**src/rtl/uart_cmd_link.sv**
```systemverilog
// UART command link: 8N1 receiver that packs three bytes into a 24-bit command,
// plus an 8N1 transmitter for single response bytes.
module uart_cmd_link #(
   parameter int unsigned BAUD_DIV     = 434,
   parameter int unsigned TIMEOUT_BITS = 32
) (
   input  logic        clk,
   input  logic        rst_n,
   input  logic        RX,
   output logic        TX,
   output logic [23:0] cmd,
   output logic        cmd_rdy,
   input  logic        clr_cmd_rdy,
   input  logic [7:0]  resp_data,
   input  logic        send_resp,
   output logic        resp_sent
);

   localparam int unsigned BW   = $clog2(BAUD_DIV);
   localparam int unsigned TOUT = TIMEOUT_BITS * BAUD_DIV;
   localparam int unsigned TW   = $clog2(TOUT + 1);

   localparam logic [BW-1:0] BAUD_LAST = BW'(BAUD_DIV - 1);
   localparam logic [BW-1:0] BAUD_PRE  = BW'(BAUD_DIV - 2);
   localparam logic [BW-1:0] BAUD_HALF = BW'(BAUD_DIV / 2);
   localparam logic [TW-1:0] TOUT_LAST = TW'(TOUT - 1);
   localparam logic [TW-1:0] TOUT_MAX  = TW'(TOUT);

   typedef enum logic [2:0] {RX_IDLE, RX_START, RX_DATA, RX_STOP, RX_BREAK} rx_state_t;
   typedef enum logic [1:0] {TX_IDLE, TX_START, TX_DATA, TX_STOP} tx_state_t;

   rx_state_t       rx_state;
   tx_state_t       tx_state;
   logic            rx_meta;
   logic            rx_s;
   logic [BW-1:0]   rx_cnt;
   logic [3:0]      rx_bit;
   logic [7:0]      rx_shift;
   logic [1:0]      byte_cnt;
   logic [TW-1:0]   tmo;
   logic [BW-1:0]   tx_cnt;
   logic [3:0]      tx_bit;
   logic [7:0]      tx_shift;

   // Two-flop synchronizer for the asynchronous RX pin
   always_ff @(posedge clk or negedge rst_n) begin
      if (!rst_n) begin
         rx_meta <= 1'b1;
         rx_s    <= 1'b1;
      end else begin
         rx_meta <= RX;
         rx_s    <= rx_meta;
      end
   end

   // Receiver, command aggregator and partial-command timeout
   always_ff @(posedge clk or negedge rst_n) begin
      if (!rst_n) begin
         rx_state <= RX_IDLE;
         rx_cnt   <= '0;
         rx_bit   <= '0;
         rx_shift <= '0;
         byte_cnt <= '0;
         tmo      <= '0;
         cmd      <= '0;
         cmd_rdy  <= 1'b0;
      end else begin
         if (clr_cmd_rdy)
            cmd_rdy <= 1'b0;
         case (rx_state)
            RX_IDLE: begin
               rx_cnt <= '0;
               rx_bit <= '0;
               if (tmo != TOUT_MAX)
                  tmo <= tmo + TW'(1);
               if (byte_cnt != 2'd0 && tmo >= TOUT_LAST)
                  byte_cnt <= 2'd0;
               if (!rx_s) begin
                  rx_state <= RX_START;
                  tmo      <= '0;
               end
            end
            RX_START: begin
               if (rx_cnt == BAUD_HALF) begin
                  rx_cnt   <= '0;
                  rx_state <= rx_s ? RX_IDLE : RX_DATA;
               end else begin
                  rx_cnt <= rx_cnt + BW'(1);
               end
            end
            RX_DATA: begin
               if (rx_cnt == BAUD_LAST) begin
                  rx_cnt   <= '0;
                  rx_shift <= {rx_s, rx_shift[7:1]};
                  if (rx_bit == 4'd7)
                     rx_state <= RX_STOP;
                  else
                     rx_bit <= rx_bit + 4'd1;
               end else begin
                  rx_cnt <= rx_cnt + BW'(1);
               end
            end
            RX_STOP: begin
               if (rx_cnt == BAUD_LAST) begin
                  rx_cnt <= '0;
                  if (rx_s) begin
                     rx_state <= RX_IDLE;
                     // A byte arriving while a command is pending is an overrun and is dropped
                     if (!cmd_rdy) begin
                        case (byte_cnt)
                           2'd0:    cmd[23:16] <= rx_shift;
                           2'd1:    cmd[15:8]  <= rx_shift;
                           default: cmd[7:0]   <= rx_shift;
                        endcase
                        if (byte_cnt == 2'd2) begin
                           byte_cnt <= 2'd0;
                           cmd_rdy  <= 1'b1;
                        end else begin
                           byte_cnt <= byte_cnt + 2'd1;
                        end
                     end
                  end else begin
                     byte_cnt <= 2'd0;
                     rx_state <= RX_BREAK;
                  end
               end else begin
                  rx_cnt <= rx_cnt + BW'(1);
               end
            end
            RX_BREAK: begin
               // Hold off until the line returns high so a break is not seen as new starts
               if (rx_s)
                  rx_state <= RX_IDLE;
            end
            default: rx_state <= RX_IDLE;
         endcase
      end
   end

   // Response transmitter
   always_ff @(posedge clk or negedge rst_n) begin
      if (!rst_n) begin
         tx_state  <= TX_IDLE;
         tx_cnt    <= '0;
         tx_bit    <= '0;
         tx_shift  <= '0;
         TX        <= 1'b1;
         resp_sent <= 1'b0;
      end else begin
         resp_sent <= 1'b0;
         case (tx_state)
            TX_IDLE: begin
               tx_cnt <= '0;
               tx_bit <= '0;
               TX     <= 1'b1;
               if (send_resp) begin
                  tx_shift <= resp_data;
                  TX       <= 1'b0;
                  tx_state <= TX_START;
               end
            end
            TX_START: begin
               if (tx_cnt == BAUD_LAST) begin
                  tx_cnt   <= '0;
                  TX       <= tx_shift[0];
                  tx_shift <= {1'b0, tx_shift[7:1]};
                  tx_state <= TX_DATA;
               end else begin
                  tx_cnt <= tx_cnt + BW'(1);
               end
            end
            TX_DATA: begin
               if (tx_cnt == BAUD_LAST) begin
                  tx_cnt <= '0;
                  if (tx_bit == 4'd7) begin
                     TX       <= 1'b1;
                     tx_state <= TX_STOP;
                  end else begin
                     tx_bit   <= tx_bit + 4'd1;
                     TX       <= tx_shift[0];
                     tx_shift <= {1'b0, tx_shift[7:1]};
                  end
               end else begin
                  tx_cnt <= tx_cnt + BW'(1);
               end
            end
            TX_STOP: begin
               // Registered pulse lands in the final clock of the stop bit
               if (tx_cnt == BAUD_PRE)
                  resp_sent <= 1'b1;
               if (tx_cnt == BAUD_LAST) begin
                  tx_cnt   <= '0;
                  tx_state <= TX_IDLE;
               end else begin
                  tx_cnt <= tx_cnt + BW'(1);
               end
            end
            default: tx_state <= TX_IDLE;
         endcase
      end
   end

endmodule

```
**config.mk**
```make
export PLATFORM = sky130hd
export DESIGN_NAME = uart_cmd_link
export DESIGN_NICKNAME = d
export VERILOG_FILES = /design/src/rtl/uart_cmd_link.sv
export SDC_FILE = /design/constraint.sdc
export NUM_CORES = 1
export LEC_CHECK = 0
export CORE_MARGIN = 10
export CORE_UTILIZATION = 62
export CTS_CLUSTER_DIAMETER = 150
export CTS_CLUSTER_SIZE = 24
export DETAILED_ROUTE_END_ITERATION = 10
export HOLD_SLACK_MARGIN = 0.03
export PLACE_DENSITY_LB_ADDON = 0.08
export SYNTH_ARGS = -nofsm -noshare
export SYNTH_HDL_FRONTEND = slang
export SYNTH_SLANG_ARGS = --single-unit
```
**constraint.sdc**
```tcl
create_clock -name clk -period 5.37 [get_ports clk]
set_input_delay 1.3425 -clock clk [delete_from_list [all_inputs] [get_ports clk]]
set_output_delay 1.3425 -clock clk [all_outputs]
set_load 0.01 [all_outputs]
```
==> flow_metrics.env <==
export IMPL_cp_max_fo=2
export IMPL_worstReg2RegEnd="byte_cnt[1]"
export IMPL_clock_fmax_mhz=361
export IMPL_core_um2=7330
export IMPL_rows=31
export IMPL_wire_per_inst_um=16.1
export IMPL_fill_cells=520
export IMPL_crit_end="TX"
export IMPL_start_util_pct=64.5
export IMPL_ios=40
export IMPL_dr_pass1_iters=5
export IMPL_status="complete, no violations"
export IMPL_p_per_area_nw_per_um2=221
export IMPL_area_delta_synth_final_pct=13.7
export IMPL_synth_top_area_share_pct=47.1
export IMPL_drv_slew=0
export IMPL_crit_chain="clkdlybuf4s50_1"
export IMPL_synth_main_ff_cell="dfrtp_1"
export IMPL_diodes=0
export IMPL_final_setup_tns_ps=0
export IMPL_clock_path_buffers=2
export IMPL_fin_hold_ws_ps=373
export IMPL_endpoint_kind="primary output"
export IMPL_grt_antenna_before_repair=0
export IMPL_hp_class="flip-flop to flip-flop"
export IMPL_htreeDepth=3
export IMPL_finalHoldViolCount=0
export IMPL_grt_max_degree=52
export IMPL_dpl_cell_area_um2=5170
export IMPL_die_area_um2=11500
export IMPL_whs_path_depth=0
export IMPL_crit_family="flip-flops"
export IMPL_vias=3514
export IMPL_min_period_ps=2770
export IMPL_stdcell_area_um2=5370
export IMPL_drc=0
export IMPL_drv_cap=0
export IMPL_drtAntennaViolNets=0
export IMPL_crit_slowest_cell="dfstp_2"
export IMPL_cts_root_buf="clkbuf_8"
export IMPL_synth_seq_area_share_pct=48.8
export IMPL_synth_top_area_cell="dfrtp_1"
export IMPL_fin_skew_ps=13.7
export IMPL_cts_buffers=9
export IMPL_reg2reg_from="rx_state[2]"
export IMPL_worst_path_buf_inv=1
export IMPL_async_flop_share_pct=100
export IMPL_drive_above_1_share_pct=15.7
export IMPL_synthCells=448
export IMPL_p_leak_nw=2.39
export IMPL_post_cts_resized=0
export IMPL_multiInputGateArea_um2=2260
export IMPL_worstPathArrival_ps=1420
export IMPL_port_buffers=39
export IMPL_r2r_slack_ps=2990
export IMPL_setup_viol=0
export IMPL_start_kind="flip-flop"
export IMPL_syn_num_nets=475
export IMPL_r2r_cells=4
export IMPL_synth_edf_count=0
export IMPL_pre_cts_ws_ps=2560
export IMPL_grt_usage_pct=17.1
export IMPL_register_area_um2=2310
export IMPL_path_clk_slew_ps=100
export IMPL_grt_pass1_wl_um=16200
export IMPL_syn_avg_cell_area_um2=10.6
export IMPL_cts_hold_buffers_added=0
export IMPL_setup_ws_ps=2600
export IMPL_worstMarginPinSlew_ps=734
export IMPL_yosysWarningCount=0
export IMPL_gp_routability_congestion=0.802
export IMPL_max_stage_delay_ps=530
export IMPL_clk_insertion_delay_late_ps=380
export IMPL_synth_cell_type_count=58
export IMPL_drt_total_wl_um=9410
export IMPL_critPathRequiredTime_ps=4030
export IMPL_cts_tree="built"
export IMPL_ir_drop_mv=0.164
export IMPL_synth_area_leaders="dfrtp_1 47%, mux2_2 9.1%, ha_1 3.7%"
export IMPL_grt_pass1_vias=3380
export IMPL_die_w_um=107
export IMPL_min_period_over_period_pct=51.5
export IMPL_cp_depth=1
export IMPL_grt_overflow=0
export IMPL_rsz0062_at_grt="false"
export IMPL_relSlewSlack_pct=51.0
export IMPL_synthesis_area_um2=4730
export IMPL_die_h_um=107
export IMPL_path_class="flip-flop to primary output"
export IMPL_ys_ff_latch=92
export IMPL_viasPerCell=6.03
export IMPL_finalNetCount=506
export IMPL_finalPower_w=0.00119
export IMPL_startpoint="TX"
export IMPL_post_dp_hpwl_um=6400
export IMPL_post_cts_buffers=0
export IMPL_dr_first_iter_drc_count=182
export IMPL_clock_sinks=92
-- state kept, by name, summed over array words and instances (netlist names) --
name / flops
cmd: 24
tmo: 14
rx_cnt: 9
tx_cnt: 9
rx_shift: 8
tx_shift: 8
rx_bit: 4
tx_bit: 4
rx_state: 3
byte_cnt: 2
tx_state: 2
TX: 1
cmd_rdy: 1
resp_sent: 1
rx_meta: 1
rx_s: 1
-- cell usage in the layout, fill, tap and decap left out, types with 4 or more instances in the layout --
cell             count
clkbuf_8             9
buf_4                4
a21oi_1             15
nand2_1             40
nor2b_1              4
inv_1               20
ha_1                14
xnor2_1              8
mux2_2              38
nand2b_1             7
nand3_1             21
nand4_1              5
nor4_1               4
nand3b_1             6
clkdlybuf4s50_1     38
o41ai_1              4
a22o_1               4
o21ai_0             22
a31oi_1              9
o221ai_1             4
nor3_1              13
mux2i_1              9
o311ai_0             5
dfrtp_1             89
or4_1                8
nor2_1              23
o211ai_1             5
-- how the worst min path moves through the flow --
stage,start,to,slack (ps)
after floorplan,rx_meta,rx_s,350
after global placement,rx_meta,rx_s,350
after detailed placement,rx_meta,rx_s,360
after CTS,rx_meta,rx_s,380
after global routing,rx_meta,rx_s,370
final,rx_meta,rx_s,370
-- cell usage after synthesis (9+ instances only) --
library cell	instances
nor2_1	23
mux2i_1	9
ha_1	14
clkbuf_1	15
inv_1	20
o21ai_0	22
dfrtp_1	89
nand3_1	21
nand2_1	40
nor3_1	13
a31oi_1	9
mux2_2	38
a21oi_1	15
-- worst reg2reg max path: cells and delay by family, from the launching register on --
kind / cells / cell delay, ps
AO/OA/AOI/OAI: 1 / 260
flip-flops: 1 / 800
multiplexers: 1 / 360
AND/OR/NAND/NOR: 2 / 850
-- per-stage QoR --
stage / std cells / util (%)
6_report: 583 / 73.3
3_3_place_gp: 567 / 70.6
2_1_floorplan: 448 / -
4_1_cts: 583 / 73.3
3_5_place_dp: 567 / 70.6
5_1_grt: 583 / 73.3
-- power by group --
part	internal [W]	switching (W)	leakage, nW
registers	0.000694	0.00000352	1.24
clock network	0.000185	0.000281	0.103
logic	0.00000970	0.0000150	1.05
-- area by class of cell --
class                   count  share of cell area [%]
repair buffers             42                    7.64
flip-flops and latches     92                    42.9
multi-input cells         314                    42.0
clock buffers               9                    2.31
clock inverters             7                    1.42
inverters                  20                    1.40
well taps                  99                    2.31
-- kinds of logic (layout without fill, tap and decap cells) --
| kind of cell | after synthesis | count (layout) | share of synthesized area [%] |
|---|---|---|---|
| xor+xnor | 9 | 9 | 1.67 |
| buf+inv | 42 | 78 | 3.47 |
| flops | 92 | 92 | 48.8 |
| compound gates | 83 | 83 | 11.6 |
| simple gates | 161 | 161 | 19.8 |
| fa+ha+maj | 14 | 14 | 3.71 |
| mux | 47 | 47 | 11.0 |
-- layer usage --
layer | GRT usage, % | vias to the layer above | routed length [µm]
li1 | - | 1709 | -
met4 | 6.58 | 0 | 143
met2 | 26.9 | 85 | 4510
met5 | 0 | - | 0
met3 | 4.55 | 16 | 476
met1 | 21.9 | 1704 | 4290
No activity file was read; power rests on OpenSTA's default activity.
